[config.mk]
export PLATFORM = sky130hd
export DESIGN_NAME = flow_ctrl_monitor
export DESIGN_NICKNAME = d
export VERILOG_FILES = /design/src/rtl/flow_ctrl_monitor_pkg.sv /design/src/rtl/fifo_occupancy.sv /design/src/rtl/flow_ctrl_monitor.sv
export SDC_FILE = /design/constraint.sdc
export NUM_CORES = 1
export LEC_CHECK = 0
export CORE_MARGIN = 5
export CORE_UTILIZATION = 50
export DETAILED_ROUTE_END_ITERATION = 10
export GPL_TIMING_DRIVEN = 0
export PLACE_DENSITY = 0.78
export SLEW_MARGIN = 10
export SYNTH_ARGS = -nofsm -noshare
export SYNTH_HDL_FRONTEND = slang
export SYNTH_SLANG_ARGS = --single-unit
export TNS_END_PERCENT = 20
[constraint.sdc]
create_clock -name clk -period 2 [get_ports clk]
set_clock_uncertainty 0.15 [all_clocks]
set_input_delay 0.4 -clock clk [delete_from_list [all_inputs] [get_ports clk]]
set_output_delay 0.4 -clock clk [all_outputs]
set_load 0.02 [all_outputs]
[src/rtl/flow_ctrl_monitor_pkg.sv]
`default_nettype none
// ============================================================================
// Module      : flow_ctrl_monitor_pkg
// Description : Shared constants for the flow-control monitor and the FSM
//               control block: FIFO bit indices, FIFO depths, counter and
//               threshold widths, and umbrales_I field layout.
// Revision    : 1.0 - initial release
// ============================================================================
package flow_ctrl_monitor_pkg;

    // Bit position of each FIFO on every 5-bit status/strobe vector
    localparam int c_fifo_num   = 5;
    localparam int c_idx_mf     = 4;
    localparam int c_idx_vc0    = 3;
    localparam int c_idx_vc1    = 2;
    localparam int c_idx_d0     = 1;
    localparam int c_idx_d1     = 0;

    // Depths: small FIFOs (MF/D0/D1) and large FIFOs (VC0/VC1)
    localparam int c_depth_s    = 4;
    localparam int c_depth_l    = 16;

    // Occupancy counters span 0..DEPTH inclusive
    localparam int c_cnt_w_s    = 3;
    localparam int c_cnt_w_l    = 5;

    // Threshold field widths and umbrales_I layout
    localparam int c_thr_w_s    = 2;
    localparam int c_thr_w_l    = 4;
    localparam int c_umbrales_w = 14;
    localparam int c_thr_lsb_mf  = 12;
    localparam int c_thr_lsb_vc0 = 8;
    localparam int c_thr_lsb_vc1 = 4;
    localparam int c_thr_lsb_d0  = 2;
    localparam int c_thr_lsb_d1  = 0;

    // VC0/VC1 are the deep FIFOs; the rest are shallow
    function automatic bit fifo_is_large(input int idx);
        return (idx == c_idx_vc0) || (idx == c_idx_vc1);
    endfunction

    function automatic int fifo_thr_w(input int idx);
        return fifo_is_large(idx) ? c_thr_w_l : c_thr_w_s;
    endfunction

    function automatic int fifo_thr_lsb(input int idx);
        int lsb;
        case (idx)
            c_idx_mf:  lsb = c_thr_lsb_mf;
            c_idx_vc0: lsb = c_thr_lsb_vc0;
            c_idx_vc1: lsb = c_thr_lsb_vc1;
            c_idx_d0:  lsb = c_thr_lsb_d0;
            default:   lsb = c_thr_lsb_d1;
        endcase
        return lsb;
    endfunction

endpackage
`default_nettype wire

[src/rtl/fifo_occupancy.sv]
`default_nettype none
// ============================================================================
// Module      : fifo_occupancy
// Description : Occupancy tracker for one FIFO: saturating 0..DEPTH counter,
//               threshold register, sticky overflow/underflow flag and
//               almost-full / almost-empty / empty decode.
// Ports       : clk            - clock, rising edge
//               reset          - synchronous active-low reset
//               i_init         - load i_thr into the threshold register
//               i_thr          - threshold value
//               i_push/i_pop   - write / read strobes
//               o_almost_full  - count >= DEPTH - threshold
//               o_almost_empty - count <= threshold
//               o_empty        - count == 0
//               o_error        - sticky overflow/underflow
// Revision    : 1.0 - initial release
// ============================================================================
module fifo_occupancy #(
    parameter int DEPTH = 4,
    parameter int THR_W = 2,
    parameter int CNT_W = $clog2(DEPTH + 1)
) (
    input  logic             clk,
    input  logic             reset,
    input  logic             i_init,
    input  logic [THR_W-1:0] i_thr,
    input  logic             i_push,
    input  logic             i_pop,
    output logic             o_almost_full,
    output logic             o_almost_empty,
    output logic             o_empty,
    output logic             o_error
);

    localparam logic [CNT_W-1:0] c_depth = CNT_W'(DEPTH);
    localparam logic [CNT_W-1:0] c_zero  = '0;
    localparam logic [CNT_W-1:0] c_one   = CNT_W'(1);

    logic [CNT_W-1:0] r_count;
    logic [THR_W-1:0] r_thr;
    logic             r_error;
    logic [CNT_W-1:0] w_thr_ext;
    logic [CNT_W-1:0] w_full_lvl;

    always_ff @(posedge clk) begin
        if (!reset) begin
            r_count <= '0;
            r_thr   <= '0;
            r_error <= 1'b0;
        end else begin
            if (i_init) begin
                r_thr <= i_thr;
            end
            // Simultaneous push+pop is a pass-through and never an error,
            // even when empty or full.
            case ({i_push, i_pop})
                2'b10: begin
                    if (r_count == c_depth) r_error <= 1'b1;
                    else                    r_count <= r_count + c_one;
                end
                2'b01: begin
                    if (r_count == c_zero) r_error <= 1'b1;
                    else                   r_count <= r_count - c_one;
                end
                default: ;
            endcase
        end
    end

    // Threshold never exceeds DEPTH-1, so this difference cannot wrap.
    assign w_thr_ext  = CNT_W'(r_thr);
    assign w_full_lvl = c_depth - w_thr_ext;

    assign o_almost_full  = (r_count >= w_full_lvl);
    assign o_almost_empty = (r_count <= w_thr_ext);
    assign o_empty        = (r_count == c_zero);
    assign o_error        = r_error;

endmodule
`default_nettype wire

[src/rtl/flow_ctrl_monitor.sv]
`default_nettype none
// ============================================================================
// Module      : flow_ctrl_monitor
// Description : Occupancy/status monitor for five independent FIFOs
//               (MF, VC0, VC1, D0, D1). Bit order on every 5-bit vector is
//               MF=4, VC0=3, VC1=2, D0=1, D1=0.
// Ports       : clk          - clock, rising edge
//               reset        - synchronous active-low reset
//               init         - latch all thresholds from umbrales_I
//               umbrales_I   - {MF[13:12],VC0[11:8],VC1[7:4],D0[3:2],D1[1:0]}
//               push/pop     - per-FIFO write/read strobes
//               almost_full  - per-FIFO upper-threshold status
//               almost_empty - per-FIFO lower-threshold status
//               FIFO_empty   - per-FIFO zero occupancy
//               FIFO_error   - per-FIFO sticky overflow/underflow
// Revision    : 1.0 - initial release
// ============================================================================
module flow_ctrl_monitor
    import flow_ctrl_monitor_pkg::*;
#(
    parameter int DEPTH_S = c_depth_s,
    parameter int DEPTH_L = c_depth_l
) (
    input  logic                    clk,
    input  logic                    reset,
    input  logic                    init,
    input  logic [c_umbrales_w-1:0] umbrales_I,
    input  logic [c_fifo_num-1:0]   push,
    input  logic [c_fifo_num-1:0]   pop,
    output logic [c_fifo_num-1:0]   almost_full,
    output logic [c_fifo_num-1:0]   almost_empty,
    output logic [c_fifo_num-1:0]   FIFO_empty,
    output logic [c_fifo_num-1:0]   FIFO_error
);

    for (genvar gi = 0; gi < c_fifo_num; gi++) begin : g_fifo
        localparam int c_depth = fifo_is_large(gi) ? DEPTH_L : DEPTH_S;
        localparam int c_thr_w = fifo_thr_w(gi);
        localparam int c_lsb   = fifo_thr_lsb(gi);
        localparam int c_cnt_w = $clog2(c_depth + 1);

        fifo_occupancy #(
            .DEPTH (c_depth),
            .THR_W (c_thr_w),
            .CNT_W (c_cnt_w)
        ) u_occ (
            .clk            (clk),
            .reset          (reset),
            .i_init         (init),
            .i_thr          (umbrales_I[c_lsb +: c_thr_w]),
            .i_push         (push[gi]),
            .i_pop          (pop[gi]),
            .o_almost_full  (almost_full[gi]),
            .o_almost_empty (almost_empty[gi]),
            .o_empty        (FIFO_empty[gi]),
            .o_error        (FIFO_error[gi])
        );
    end

endmodule
`default_nettype wire

==> results of run 1 <==
[worst paths after layout]
check | startpoint | endpoint | slack (ns)
setup reg to reg | g_fifo[3].u_occ.r_count[4] | g_fifo[3].u_occ.r_count[4] | 0.14
setup / recovery | g_fifo[3].u_occ.r_thr[2] | almost_empty[3] | -0.28
hold / removal | g_fifo[2].u_occ.o_error | g_fifo[2].u_occ.o_error | 0.30
hold reg to reg | g_fifo[2].u_occ.o_error | g_fifo[2].u_occ.o_error | 0.30
[metrics by stage]
step                total power [mW]  instances
floorplan                       2.09        373
global placement                2.53        492
detailed placement              2.59        492
CTS                             3.41        509
global route                    3.82        511
finish                          3.58        511
[cell families (layout without fill, tap and decap cells)]
kind of cell / Yosys count / after routing
compound gates: 64 / 64
fa+ha+maj: 54 / 54
buf+inv: 84 / 147
simple gates: 93 / 93
xor+xnor: 14 / 14
flops: 38 / 38
mux: 26 / 26
[power by group]
group	internal (mW)	total, mW	switching, mW
logic	0.979	1.89	0.915
clock network	0.371	0.675	0.303
registers	0.870	1.01	0.142
total	2.22	3.58	1.36
[Yosys cell counts (all sizes together)]
library cell,n,share of area [%]
a211oi,7,1.8
a21bo,3,0.96
a21o,7,1.7
a21oi,28,4.6
a31o,1,0.28
and3,1,0.20
buf,23,5.5
clkbuf,7,0.84
dfxtp,38,24
fa,5,3.2
ha,49,20
inv,54,6.5
mux2,7,2.5
mux2i,19,6.1
nand2,9,1.1
nand2b,10,2.0
nand3,9,1.4
nand3b,3,0.72
nand4,4,0.80
nand4b,2,0.56
nor2,45,5.4
nor2b,3,0.60
nor3,5,0.80
nor4,1,0.20
o2111ai,2,0.56
o21a,4,0.96
o21ai,8,1.3
o21ba,1,0.32
o22ai,1,0.20
o2bb2ai,2,0.56
or4,1,0.36
xnor2,11,3.1
xor2,3,0.84
[registers in the layout, indices dropped and copies added (netlist names)]
| register | count |
|---|---|
| g_fifo.u_occ.o_error | 5 |
| g_fifo.u_occ.r_thr | 14 |
| g_fifo.u_occ.r_count | 19 |
[worst max-delay path, stage by stage (launching register included)]
cell	delay, ns
dfxtp_4	0.37
inv_1	0.08
ha_4	0.28
nand4_1	0.12
buf_4	0.16
a211oi_2	0.24
buf_4	0.18
[metal layers]
metal / global-route usage, % / vias up
met5: 0 / -
li1: - / 1357
met3: 4.06 / 20
met4: 5.95 / 0
met2: 40.8 / 66
met1: 21.2 / 1317
[layout make-up]
| class | instances | area [um^2] | share of cell area, % |
|---|---|---|---|
| buffer | 23 | 145 | 3.31 |
| clock inverter | 3 | 45.0 | 1.03 |
| tap | 75 | 93.8 | 2.14 |
| clock buffer | 5 | 68.8 | 1.57 |
| inverter | 54 | 210 | 4.80 |
| sequential | 38 | 808 | 18.5 |
| timing repair buffer | 62 | 569 | 13.0 |
| multi-input combinational | 251 | 2440 | 55.7 |
[what timing repair did]
action,CTS,global route
resized for setup,150,37
pin swaps,37,16
setup endpoints to repair,30,22
setup buffers,16,2
==> results.cfg, run 1 <==
[setup_path]
crit_arrival_ns = 1.73
crit_fanout = 4
endpoint_kind = output pin
start_kind = register
worstPathRequired_ns = 1.45
ff2ff_path_depth = 5
path_class = register to output pin

[sta]
hold_viol = 0
fin_crit_sh_pct = 114
hold-worst-slack_ns = 0.304
fin_ws_ns = -0.278
slew_headroom_pct = 59.3
drv_slew = 0
setup_violations = 13
rsz0062_at_grt = yes
period_minus_slack_ns = 2.28
worst_pin_slew_ns = 0.611
fmax_mhz = 439
fin_tns_setup_ns = -1.98

[logic_synthesis]
synthXorXnorAreaFrac_pct = 3.92
synth_fa_ha_area_share_pct = 22.8
avgSynthCellArea_um2 = 8.38
synth_seq_area_share_pct = 24.3
syn_inst = 373
synth_top_family_by_area = adder cells
yosys_warnings = 0
yosys.area_share.simple_pct = 14.2
syn_area_um2 = 3120
ys_seq_elements = 38
synth-compound-area-share_pct = 13.3
syn_nets = 454
synth_cell_types = 38
synthMuxAreaShare_pct = 8.61

[floorplanning]
core.rowCount = 28
coreArea_um2 = 5990
die_h_um = 89.0
initial_core_util_pct = 52.2
die_area_um2 = 7930
die_width_um = 89.0
boundaryPins = 47

[routing]
drtIter0Drc = 82
final_antenna_net_count = 0
met3_length_um = 312
viasPerCell = 5.40
drt-met1-wl_um = 3130
highest_layer = met4
route.met2.wl_um = 4310
wl_um = 7940
wl_per_cell_um = 15.5
vias = 2760
drc = 0
firstDrtPassIters = 4

[placed_design]
pre_cts_ws_ns = -0.648
io_buffer_count = 44
hpwl_um = 5060
gp_congestion = 0.842
place_area_um2 = 3690

[layout]
final_common_cell = nor2_1
diodes = 0
nets = 516
final_cell_mix = nor2_1 (44), buf_4 (38), inv_1 (30)
fin_util_pct = 73.1
syn2layout_area_growth_pct = 40.2
nFillCells = 447
layout-drive-gt1-share_pct = 39.4
final_design_area_no_fill_um2 = 4380

[outcome]
violations = setup timing
status = complete, but fails checks

[clock_tree]
htreeDepth = 2
cts_sinks = 38
clock_latency_ns = 0.30
clock-root-buffer = clkbuf_8
path_clk_slew_ns = 0.08
cts_buffers = 5
cts_tree = yes
clockBufferDepth = 2
cts_hold_buf = 0

[min_path]
hold_depth = 2
hold_path_class = register to register

[grt]
grt_pass1_vias = 2916
overflow = 0
grt_start_max_net_pins = 14
grt_pass1_wl_um = 12900
grt_antenna_before_repair = 0
grtUsageTotal_pct = 20.4

[power_and_ir_drop]
leakage_nw = 1.90
ir_drop_uv = 534
powerDensity_nw_per_um2 = 817

[run]
drv_cap = 0
No activity file was read; power rests on OpenSTA's default activity.
==> run 2, diff against run 1 <==
- GPL_ROUTABILITY_DRIVEN: not set -> 0
- PLACE_DENSITY: 0.78 -> not set
- PLACE_DENSITY_LB_ADDON: not set -> 0.08
- SLEW_MARGIN: 10 -> 20
==> run 2 against run 1 <==
The flow still finishes with violations (setup timing). Cell count down 0.78%. Critical path type unchanged. Sequential share of layout area is 0.58 points higher. Power down 5.8%. Setup slack worse by 0.048 ns. Sequential power barely moved. Routed wire length fell by 12%. Combinational power shrank 6%. Clock power shrank 14%. Count of clock-buffer cells in the layout grew 1. Flip-flop and latch count stayed put. Largest cell class unchanged.
==> results.cfg, run 2 (synthesized netlist as in run 1, its figures left out) <==
[power_and_ir_drop]
leakage_nw = 1.85
ir_drop_uv = 395
powerDensity_nw_per_um2 = 797
finalPower_mw = 3.37

[routing]
vias = 2656
firstDrtPassIters = 4
wl_um = 6990
drtIter0Drc = 84
viasPerCell = 5.24
wl_per_cell_um = 13.8
final_antenna_net_count = 0
drc = 0

[sta]
slew_headroom_pct = 57.5
period_minus_slack_ns = 2.33
fin_ws_ns = -0.326
rsz0062_at_grt = yes
fin_crit_sh_pct = 116
setup_violations = 12
drv_slew = 0
worst_pin_slew_ns = 0.638
hold-worst-slack_ns = 0.310
hold_viol = 0
fmax_mhz = 430

[setup_path]
reg2reg_slack_ns = 0.19
endpoint_kind = output pin
start_kind = register
worstPathRequired_ns = 1.45
crit_arrival_ns = 1.78
crit_fanout = 3
r2r_start = g_fifo[3].u_occ.r_count[4]
path_class = register to output pin
reg2reg_to = g_fifo[3].u_occ.r_count[1]
ff2ff_path_depth = 5

[floorplanning]
initial_core_util_pct = 52.2
die_area_um2 = 7930
die_width_um = 89.0
coreArea_um2 = 5990
die_h_um = 89.0
core.rowCount = 28
boundaryPins = 47

[clock_tree]
cts_buffers = 5
clock_latency_ns = 0.30
clockBufferDepth = 2
cts_hold_buf = 0
clock-root-buffer = clkbuf_8
htreeDepth = 2
cts_tree = yes
path_clk_slew_ns = 0.08
cts_sinks = 38

[placed_design]
hpwl_um = 4850
io_buffer_count = 44
pre_cts_ws_ns = -0.642
dp_cells = 492

[layout]
syn2layout_area_growth_pct = 35.5
final_cell_mix = nor2_1 (45), buf_4 (35), inv_1 (29)
largest_reg_flops = 19
layout.cells.non_filler = 507
layout-drive-gt1-share_pct = 38.0
fin_util_pct = 70.7
nets = 512
final_common_cell = nor2_1
top_register = g_fifo.u_occ.r_count
nFillCells = 462
multiInputGateArea_um2 = 2350
seq_area_um2 = 806
diodes = 0

[min_path]
hold_path_class = register to register
min_to = g_fifo[2].u_occ.o_error
holdCritStartpoint = g_fifo[2].u_occ.o_error
hold_depth = 2

[grt]
grt.busiest_layer = met2
grt_pass1_wl_um = 11500
overflow = 0
gr-usage-met2_pct = 33.4
grt_util_met1_pct = 21.4
grt_start_max_net_pins = 13
grtUsageMet3_pct = 2.76
grt_antenna_before_repair = 0
grtUsageTotal_pct = 18.2
grt_pass1_vias = 2645

[outcome]
violations = setup timing
status = complete, but fails checks

[run]
drv_cap = 0
## run 2: per-stage QoR
stage	instance area [um^2]	setup TNS, ns
final	4230	-1.69
after CTS	4140	-1.82
after global routing	4230	-2.81
after floorplan	3160	-0.00729
after global placement	3690	-10.82
after detailed placement	3690	-11.64
## run 2: per-layer routing
layer / up-vias / routed length, um
met5: - / 0
met4: 0 / 148
met3: 12 / 263
met2: 43 / 3480
met1: 1244 / 3090
li1: 1357 / -
## run 2: critical path, cell delays in order, from the launching register on
cell and delay [ns]:
dfxtp_2 0.34, buf_4 0.15, ha_4 0.23, nand2b_1 0.14, a21o_1 0.20, a21oi_2 0.17
o21ai_2 0.10, buf_6 0.14
## run 2: what timing repair did
item	CTS	global route
gates cloned	0	0
setup buffers	13	1
endpoints found under the setup margin	29	21
resized for setup	145	24
pin swaps	33	10
## run 2: layout make-up
class	instances	area share, %
well taps	75	2.22
inverters	54	4.96
plain buffers	23	3.43
multi-input cells	251	55.6
clock inverters	2	0.296
clock buffers	6	1.95
repair buffers	58	12.5
flip-flops and latches	38	19.0
## run 2: power by group
group	switching, mW	total [mW]	internal [mW]
Combinational	0.850	1.78	0.932
Sequential	0.138	1.01	0.872
Clock	0.303	0.581	0.278
## run 2: worst max path at each step
stage,startpoint,depth (start not counted),endpoint,slack (ns)
4_1_cts,g_fifo[3].u_occ.r_thr[1],8,almost_full[3],-0.28
3_5_place_dp,g_fifo[3].u_occ.r_thr[0],9,almost_full[3],-0.64
2_1_floorplan,push[2],8,g_fifo[2].u_occ.r_count[4],-0.006
6_report,g_fifo[3].u_occ.r_thr[0],7,almost_full[3],-0.33
3_3_place_gp,g_fifo[3].u_occ.r_thr[0],9,almost_full[3],-0.69
5_1_grt,g_fifo[3].u_occ.r_thr[1],8,almost_full[3],-0.39
==> run 3, diff against run 2 <==
- CORE_UTILIZATION: 50 -> 59
- clock period: 2 -> 2.8 ns (I/O delays scaled with it)
==> run 3 against run 2 <==
Hold slack gained 0.0062 ns. Flip-flop and latch count is the same. Die area fell by 14%. Non-clock buffer count shrank 7. Register-to-register slack improved by 0.67 ns. The run now ends clean.
==> results.cfg, run 3 (synthesized netlist as in run 1, its figures left out) <==
[outcome]
status = finished clean

[min_path]
hold_path_class = register to register
min_to = g_fifo[2].u_occ.o_error
hold_depth = 2
holdCritStartpoint = g_fifo[2].u_occ.o_error

[grt]
grtUsageTotal_pct = 19.9
overflow = 0
grt_start_max_net_pins = 13
grt_antenna_before_repair = 0
grt_pass1_wl_um = 10600
grt_pass1_vias = 2451

[setup_path]
crit_arrival_ns = 1.99
endpoint_kind = output pin
ff2ff_path_depth = 6
reg2reg_slack_ns = 0.86
r2r_start = g_fifo[3].u_occ.r_count[1]
crit_path_top_delay_cell = dfxtp_2
start_kind = register
reg2reg_to = g_fifo[3].u_occ.r_count[4]
worstPathRequired_ns = 2.09
path_class = register to output pin
crit_fanout = 3
max_stage_delay_ns = 0.35
path_cells = inv_1 -> ha_1 -> inv_1 -> ha_1 -> a21o_1 -> a21oi_2 -> o21ai_1 -> buf_4 -> buf_4

[sta]
hold_viol = 0
fmax_mhz = 371
period_minus_slack_ns = 2.70
fin_crit_sh_pct = 96.4
slew_headroom_pct = 59.5
worst_pin_slew_ns = 0.608
fin_ws_ns = 0.101
hold-worst-slack_ns = 0.316
drv_slew = 0
setup_violations = 0

[placed_design]
io_buffer_count = 44
pre_cts_ws_ns = -0.211
hpwl_um = 4820
dp_cells = 487

[layout]
final_cell_mix = inv_1 (54), ha_1 (47), nor2_1 (45)
fin_util_pct = 73.1
diodes = 0
nets = 505
layout.cells.non_filler = 495
largest_reg_flops = 19
syn2layout_area_growth_pct = 20.3
final_common_cell = inv_1
top_register = g_fifo.u_occ.r_count
layout-drive-gt1-share_pct = 15.3

[floorplanning]
core.rowCount = 26
initial_core_util_pct = 60.8
coreArea_um2 = 5140
boundaryPins = 47
die_h_um = 82.8
die_width_um = 82.8
die_area_um2 = 6850

[power_and_ir_drop]
leakage_nw = 1.75
finalPower_mw = 2.28
ir_drop_uv = 461
powerDensity_nw_per_um2 = 606

[clock_tree]
clockBufferDepth = 2
cts_buffers = 5
clock_latency_ns = 0.29
htreeDepth = 2
cts_sinks = 38
clock-root-buffer = clkbuf_8
postCtsSetupRepairBufs = 0
cts_tree = yes
path_clk_slew_ns = 0.08

[routing]
vias = 2552
firstDrtPassIters = 4
wl_um = 6110
viasPerCell = 5.16
drc = 0
final_antenna_net_count = 0
wl_per_cell_um = 12.3
drtIter0Drc = 99

[run]
drv_cap = 0
==> run 3: changes by cell type in the layout (fill, tap and decap cells not counted), sizes merged <==
cell           delta
buf              -12
clkdlybuf4s50     +9
dlygate4sd2       -4
bufinv            +1
clkbuf            -1
clkinv            +1
clkinvlp          -1
==> run 3: area by class of cell <==
class,count,area (um^2)
fill,444,1380
timing repair buffer,44,415
multi-input combinational,251,1980
clock inverter,3,40.0
sequential,38,768
clock buffer,5,68.8
buffer,30,198
tap,70,87.6
inverter,54,203
==> run 3: where the power goes <==
| group | internal (mW) | leakage, nW | switching [mW] |
|---|---|---|---|
| Combinational | 0.586 | 1.38 | 0.526 |
| Sequential | 0.613 | 0.316 | 0.0847 |
| Clock | 0.262 | 0.0579 | 0.204 |
==> run 3: routing by layer <==
metal / vias to the layer above / GRT usage, % / part of all wire (%)
met3: 8 / 2.70 / 2.7
li1: 1332 / - / -
met1: 1177 / 24.6 / 47
met2: 35 / 35.2 / 49
met4: 0 / 7.03 / 1.4
met5: - / 0 / 0
==> run 3: worst max-delay path by stage <==
stage,startpoint,to,cells past startpoint
6_report,g_fifo[3].u_occ.r_thr[1],almost_full[3],9
3_3_place_gp,pop[3],g_fifo[3].u_occ.r_count[4],8
5_1_grt,g_fifo[3].u_occ.r_thr[1],almost_full[3],9
2_1_floorplan,push[3],g_fifo[3].u_occ.r_count[4],8
4_1_cts,g_fifo[2].u_occ.r_thr[1],almost_empty[2],8
3_5_place_dp,pop[3],g_fifo[3].u_occ.r_count[4],8
==> run 3: repair_timing <==
action	4_1_cts	5_1_grt
hold buffers	0	0
resized for setup	14	11
setup endpoints to repair	8	9
==> run 3: metrics by stage <==
stage	TNS [ns]	instance area, um^2
6_report	0	3760
5_1_grt	-0.0145	3760
4_1_cts	0	3750
3_5_place_dp	-0.433	3650
3_3_place_gp	-0.267	3650
2_1_floorplan	0	3120
==> run 3: worst max-delay path, delay by kind of cell (launching register included) <==
kind	cells	cell delay, ns
flops	1	0.35
buf+inv	4	0.38
compound gates	3	0.43
fa+ha+maj	2	0.53
